$ cat src/rtl/keypad_cursor_ctrl.sv
// rtl/keypad_cursor_ctrl.sv - keypad direction codes to bounded 2-D cursor with first-press and auto-repeat
//
// Purpose: turns held keypad directions into cursor steps. A new press steps
// once at once; a held key steps again after FIRST_DLY ticks, then every
// RPT_DLY ticks. Each step is one clock in S_STEP.
//
// Ports:
//   clk      in   1   rising-edge clock
//   resetn   in   1   asynchronous active-low reset
//   vir      in   2   x command: 10 = x-1, 01 = x+1, 00/11 = none
//   hor      in   2   y command: 10 = y-1, 01 = y+1, 00/11 = none
//   tick     in   1   one-cycle timebase strobe for the hold delays
//   home     in   1   synchronous return to INIT_X/INIT_Y, beats everything else
//   pos_x    out  PW  cursor x
//   pos_y    out  PW  cursor y
//   moved    out  1   one-cycle pulse, position changed
//   blocked  out  1   one-cycle pulse, a requested step was clipped
//   busy     out  1   high whenever the scheduler is not idle
//
// Build option: define CURSOR_WRAP_EN to wrap at the edges instead of
// saturating (blocked then stays 0).

module keypad_cursor_ctrl #(
    parameter int PW        = 3,
    parameter int X_MAX     = 7,
    parameter int Y_MAX     = 7,
    parameter int INIT_X    = 0,
    parameter int INIT_Y    = 0,
    parameter int FIRST_DLY = 8,
    parameter int RPT_DLY   = 2,
    parameter int CW        = 4
) (
    input  logic          clk,
    input  logic          resetn,
    input  logic [1:0]    vir,
    input  logic [1:0]    hor,
    input  logic          tick,
    input  logic          home,
    output logic [PW-1:0] pos_x,
    output logic [PW-1:0] pos_y,
    output logic          moved,
    output logic          blocked,
    output logic          busy
);

    typedef enum logic [1:0] {
        S_IDLE   = 2'd0,
        S_STEP   = 2'd1,
        S_FIRST  = 2'd2,
        S_REPEAT = 2'd3
    } state_t;

    localparam logic [PW-1:0] X_MAX_V   = PW'(X_MAX);
    localparam logic [PW-1:0] Y_MAX_V   = PW'(Y_MAX);
    localparam logic [PW-1:0] INIT_X_V  = PW'(INIT_X);
    localparam logic [PW-1:0] INIT_Y_V  = PW'(INIT_Y);
    localparam logic [CW-1:0] FIRST_LIM = CW'(FIRST_DLY - 1);
    localparam logic [CW-1:0] RPT_LIM   = CW'(RPT_DLY - 1);

    state_t        state_q,   state_d;
    logic [PW-1:0] pos_x_q,   pos_x_d;
    logic [PW-1:0] pos_y_q,   pos_y_d;
    logic          moved_q,   moved_d;
    logic          blocked_q, blocked_d;
    logic [CW-1:0] cnt_q,     cnt_d;
    logic [3:0]    dir_q,     dir_d;
    logic          rpt_q,     rpt_d;

    logic [1:0]    vir_f, hor_f;
    logic [3:0]    dir;
    logic [PW-1:0] nx, ny;
    logic          clip_x, clip_y;
    logic [CW-1:0] lim;

    // 11 on an axis means both keys pressed; treat it as no motion on that axis.
    assign vir_f = (vir == 2'b11) ? 2'b00 : vir;
    assign hor_f = (hor == 2'b11) ? 2'b00 : hor;
    assign dir   = {vir_f, hor_f};

    // One-axis step: returns {clipped, new_position}.
    function automatic logic [PW:0] axis_step(
        input logic [PW-1:0] p,
        input logic [1:0]    c,
        input logic [PW-1:0] maxv
    );
        logic [PW:0] r;
        r = {1'b0, p};
        case (c)
            2'b01: begin
                if (p == maxv) begin
`ifdef CURSOR_WRAP_EN
                    r = {1'b0, {PW{1'b0}}};
`else
                    r = {1'b1, p};
`endif
                end else begin
                    r = {1'b0, p + 1'b1};
                end
            end
            2'b10: begin
                if (p == '0) begin
`ifdef CURSOR_WRAP_EN
                    r = {1'b0, maxv};
`else
                    r = {1'b1, p};
`endif
                end else begin
                    r = {1'b0, p - 1'b1};
                end
            end
            default: r = {1'b0, p};
        endcase
        return r;
    endfunction

    assign {clip_x, nx} = axis_step(pos_x_q, dir_q[3:2], X_MAX_V);
    assign {clip_y, ny} = axis_step(pos_y_q, dir_q[1:0], Y_MAX_V);
    assign lim = (state_q == S_FIRST) ? FIRST_LIM : RPT_LIM;

    always_comb begin
        state_d   = state_q;
        pos_x_d   = pos_x_q;
        pos_y_d   = pos_y_q;
        moved_d   = 1'b0;
        blocked_d = 1'b0;
        cnt_d     = cnt_q;
        dir_d     = dir_q;
        rpt_d     = rpt_q;

        if (home) begin
            pos_x_d = INIT_X_V;
            pos_y_d = INIT_Y_V;
            moved_d = (pos_x_q != INIT_X_V) || (pos_y_q != INIT_Y_V);
            state_d = S_IDLE;
            cnt_d   = '0;
            rpt_d   = 1'b0;
        end else begin
            case (state_q)
                S_IDLE: begin
                    if (dir != 4'b0) begin
                        dir_d   = dir;
                        rpt_d   = 1'b0;
                        state_d = S_STEP;
                    end
                end
                S_STEP: begin
                    pos_x_d   = nx;
                    pos_y_d   = ny;
`ifdef CURSOR_WRAP_EN
                    moved_d   = (dir_q != 4'b0);
`else
                    moved_d   = (nx != pos_x_q) || (ny != pos_y_q);
`endif
                    blocked_d = clip_x | clip_y;
                    state_d   = rpt_q ? S_REPEAT : S_FIRST;
                    cnt_d     = '0;
                    rpt_d     = 1'b1;
                end
                S_FIRST, S_REPEAT: begin
                    if (dir == 4'b0) begin
                        state_d = S_IDLE;
                    end else if (dir != dir_q) begin
                        // A new direction acts like a fresh press; any tick this cycle is dropped.
                        dir_d   = dir;
                        rpt_d   = 1'b0;
                        state_d = S_STEP;
                    end else if (tick) begin
                        if (cnt_q == lim) begin
                            state_d = S_STEP;
                        end else begin
                            cnt_d = cnt_q + 1'b1;
                        end
                    end
                end
                default: state_d = S_IDLE;
            endcase
        end
    end

    always_ff @(posedge clk or negedge resetn) begin
        if (!resetn) begin
            state_q   <= S_IDLE;
            pos_x_q   <= INIT_X_V;
            pos_y_q   <= INIT_Y_V;
            moved_q   <= 1'b0;
            blocked_q <= 1'b0;
            cnt_q     <= '0;
            dir_q     <= 4'b0;
            rpt_q     <= 1'b0;
        end else begin
            state_q   <= state_d;
            pos_x_q   <= pos_x_d;
            pos_y_q   <= pos_y_d;
            moved_q   <= moved_d;
            blocked_q <= blocked_d;
            cnt_q     <= cnt_d;
            dir_q     <= dir_d;
            rpt_q     <= rpt_d;
        end
    end

    assign pos_x   = pos_x_q;
    assign pos_y   = pos_y_q;
    assign moved   = moved_q;
    assign blocked = blocked_q;
    assign busy    = (state_q != S_IDLE);

endmodule
$ cat config.mk
export PLATFORM = sky130hd
export DESIGN_NAME = keypad_cursor_ctrl
export DESIGN_NICKNAME = d
export VERILOG_FILES = /design/src/rtl/keypad_cursor_ctrl.sv
export SDC_FILE = /design/constraint.sdc
export NUM_CORES = 1
export LEC_CHECK = 0
export CAP_MARGIN = 20
export CORE_MARGIN = 5
export CORE_UTILIZATION = 50
export DETAILED_ROUTE_END_ITERATION = 8
export PLACE_DENSITY = 0.71
export SETUP_SLACK_MARGIN = 0.4
export SYNTH_ARGS = -nofsm -noshare
export SYNTH_HDL_FRONTEND = slang
export SYNTH_SLANG_ARGS = --single-unit
export TNS_END_PERCENT = 5
$ cat constraint.sdc
create_clock -name clk -period 2 [get_ports clk]
set_clock_uncertainty 0.15 [all_clocks]
set_input_delay 0.3 -clock clk [delete_from_list [all_inputs] [get_ports clk]]
set_output_delay 0.3 -clock clk [all_outputs]
set_load 0.1 [all_outputs]
==> results by group <==
Critical path
  • Crit path cell chain: and2_4 > mux2_4 > a2111oi_4 > nand2b_4 > mux2_4
  • Crit path launch type: register
  • Crit path kind: register to register
  • Setup crit end kind: register
  • Critical Path Max Stage Delay: 0.42 ns
  • Crit path arrival time: approximately 2.0 ns
  • Critical path peak fanout: 4
  • Crit-path most repeated cell: mux2_4
  • CP top delay family: multiplexers
  • Buffers and inverters on the worst path: 0
  • WP data required: a little over 2 ns
  • Crit-path slowest cell: dfrtp_1

Die
  • Chip Width: 64.3 um
  • Die Ht: approximately 64 um
  • Core area: 2780 um^2
  • I/O pins: 17
  • # rows: 19
  • Initial core utilization: 0.530
  • Die ar.: 4140 um^2

Hold path
  • Min-delay worst type: input port to asynchronous set/reset pin

Synthesis
  • Yosys warns: 0
  • Async set-reset flop share out of synthesis: 1.00
  • Multiplexer share of the synthesized area: 0.0483
  • Post-Synth Simple-Gate Area: 0.207
  • Top_reg_cell synth: dfrtp_1
  • Synth Area in XOR/XNOR: 0.0237
  • FF+latch count, synth: 19
  • Area share of the largest cell type after synthesis: 0.322
  • Mapped Area: ~1500 um^2
  • Post-synth EDFFs: 0
  • Combinational family with the most area after synthesis: compound AO/OA/AOI/OAI gates
  • Ranking of synthesized cells by area: dfrtp_1 (32%), ha_1 (13%), inv_1 (4.8%)
  • Cells after synthesis: approximately 170
  • Syn Nets: approximately 190
  • Post-synthesis compound-gate area fraction: 0.215
  • Synth cell count leaders: dfrtp_1 (19), inv_1 (19), ha_1 (15), nor2_1 (15), nand2_1 (10)
  • Distinct cells, synth: 44
  • Synthesized area per cell: ~8.9 um^2
  • Sequential area share after synthesis: 0.322
  • Synth area leader: dfrtp_1
  • Post-Synth Adder-Cell Area: 0.127

Finish
  • Fraction of layout cells with a size suffix above 1: 0.376
  • Final nets: approximately 230
  • Synth-to-layout area growth: 39.7%
  • Antenna cells: 0
  • Non-Filler Instances: roughly 230
  • Final Util: 0.741

Route
  • First-pass DRT Iterations: 4
  • Post-route ant nets: 0
  • Vias: approximately 1,400
  • Routed wire length: between 3 and 4 mm
  • DR WL/cell: 16.1 um
  • Iter 0 DRT Violations: roughly 120
  • Vias/cell: 5.99
  • # DRC: 0

Global routing
  • Largest net degree at the start of global routing: 20
  • GR Util All Layers: 0.173
  • Vias in the first global route: ~1,300
  • Aggregate global routing overflow: 0
  • First-pass GRT wire length: approximately 5.8 mm
  • Initial antenna violation count: 0

Placement
  • Routability cong.: a little under 0.9
  • IO Port Bufs: 16
  • Hpwl dp: around 2.5 mm
  • Total placed cells including tap cells: ~220
  • Pre-CTS WS: -0.492 ns

Timing
  • RSZ-0062 raised after global routing: true
  • Slew Limit Fails: 0
  • Final Hold Vio Count: 0
  • Final Cycle Share: 0.969
  • # setup viols final: 0
  • Actual slew at the worst max-slew pin: 0.369 ns
  • Setup ws final: slightly above 0.06 ns
  • F_max: between 0.5 and 0.6 GHz
  • Fin crit period: 1.94 ns
  • Slew margin rel.: 0.753

CTS
  • Inserted Clock Buffers: 3
  • Clock buffer depth: 2
  • Clock Sinks: 19
  • Post-CTS Hold Fix Bufs: 0
  • CTS Root Cell: clkbuf_4
  • Clock Latency Late Sink: between 0.3 and 0.4 ns
  • CTS tree: done
  • CTS H-Tree Depth: 1
  • Clock-pin slew on the worst setup and hold paths: between 0.1 and 0.15 ns

Power
  • Leak pwr: ~0.92 nW
  • Peak supply drop: between 0.0005 and 0.0006 V
  • PD cells: slightly below 600 nW/um^2

Status
  • Status: complete, no violations

Flow run
  • Max cap viols: 0
==> per-stage QoR <==
stage          hold slack [ns]  TNS (ns)  cell area, um^2  total power [mW]
2_1_floorplan           -0.146   -0.0499             1490             0.768
3_3_place_gp             0.387     -3.15             1840             0.902
6_report                 0.171         0             2060              1.20
4_1_cts                  0.171         0             1920              1.14
5_1_grt                  0.182  -0.00213             2060              1.27
3_5_place_dp             0.425     -3.82             1840             0.914
==> sequential cells by signal, indices dropped and copies added (netlist names) <==
| name | flops |
|---|---|
| cnt_q | 4 |
| dir_q | 4 |
| pos_x | 3 |
| pos_y | 3 |
| state_q | 2 |
| blocked | 1 |
| moved | 1 |
| rpt_q | 1 |
==> worst paths after layout <==
path	start	cells after the start	slack, ns	end
max in group asynchronous	resetn	2	1.29	pos_x[1]
worst max register to register	cnt_q[2]	5	0.06	cnt_q[0]
worst max-delay path	cnt_q[2]	5	0.06	cnt_q[0]
min in group clk	vir[0]	3	0.42	dir_q[2]
worst min-delay path	resetn	2	0.17	pos_y[0]
worst min register to register	rpt_q	2	0.45	rpt_q
==> cell type report <==
class / count / area (um^2)
clock buffers: 3 / 22.5
clock inverters: 1 / 5.00
fillers: 191 / 721
inverters: 19 / 71.3
multi-input cells: 125 / 1060
flip-flops and latches: 19 / 494
well taps: 31 / 38.8
repair buffers: 35 / 370
==> placed cells by master, fill, tap and decap left out, types with 3 or more instances in the layout <==
cell type	instances
a21o_1	3
a21oi_1	8
buf_12	7
buf_4	19
clkbuf_4	3
clkdlybuf4s50_1	3
dfrtp_1	12
dfrtp_2	3
dfrtp_4	4
dlygate4sd2_1	4
ha_1	6
ha_2	7
inv_1	15
inv_2	4
mux2_2	4
nand2_1	10
nand2b_1	5
nand2b_4	3
nor2_1	14
nor2b_1	6
nor3_1	5
o21ai_0	4
xnor2_1	3
==> kinds of logic after synthesis <==
logic type	Yosys count
simple gates	57
buf+inv	22
fa+ha+maj	15
compound gates	43
xor+xnor	4
mux	6
flops	19
==> layer usage <==
metal,part of all wire,wire length [um],global-route usage
met4,0.024,89,0.0687
met1,0.43,1620,0.210
met5,0,0,0
met2,0.49,1820,0.301
met3,0.057,212,0.0298
==> what timing repair did <==
action                                  in CTS  in global routing
pin swaps                                    5                  8
gates resized for setup                     15                 26
setup buffers                                2                  4
endpoints found under the setup margin      21                 21
==> worst register-to-register path, delay by kind of cell (launching register included) <==
| kind | cells | cell delay [ns] |
|---|---|---|
| multiplexers | 2 | 0.58 |
| AO/OA/AOI/OAI | 1 | 0.32 |
| AND/OR/NAND/NOR | 2 | 0.35 |
| flip-flops | 1 | 0.42 |
==> report_power, final <==
part | switching [mW] | total, mW | internal, mW
sequential | 0.0382 | 0.454 | 0.416
clock | 0.128 | 0.203 | 0.0748
combinational | 0.306 | 0.540 | 0.234
Power figures use the tool's default switching activity.
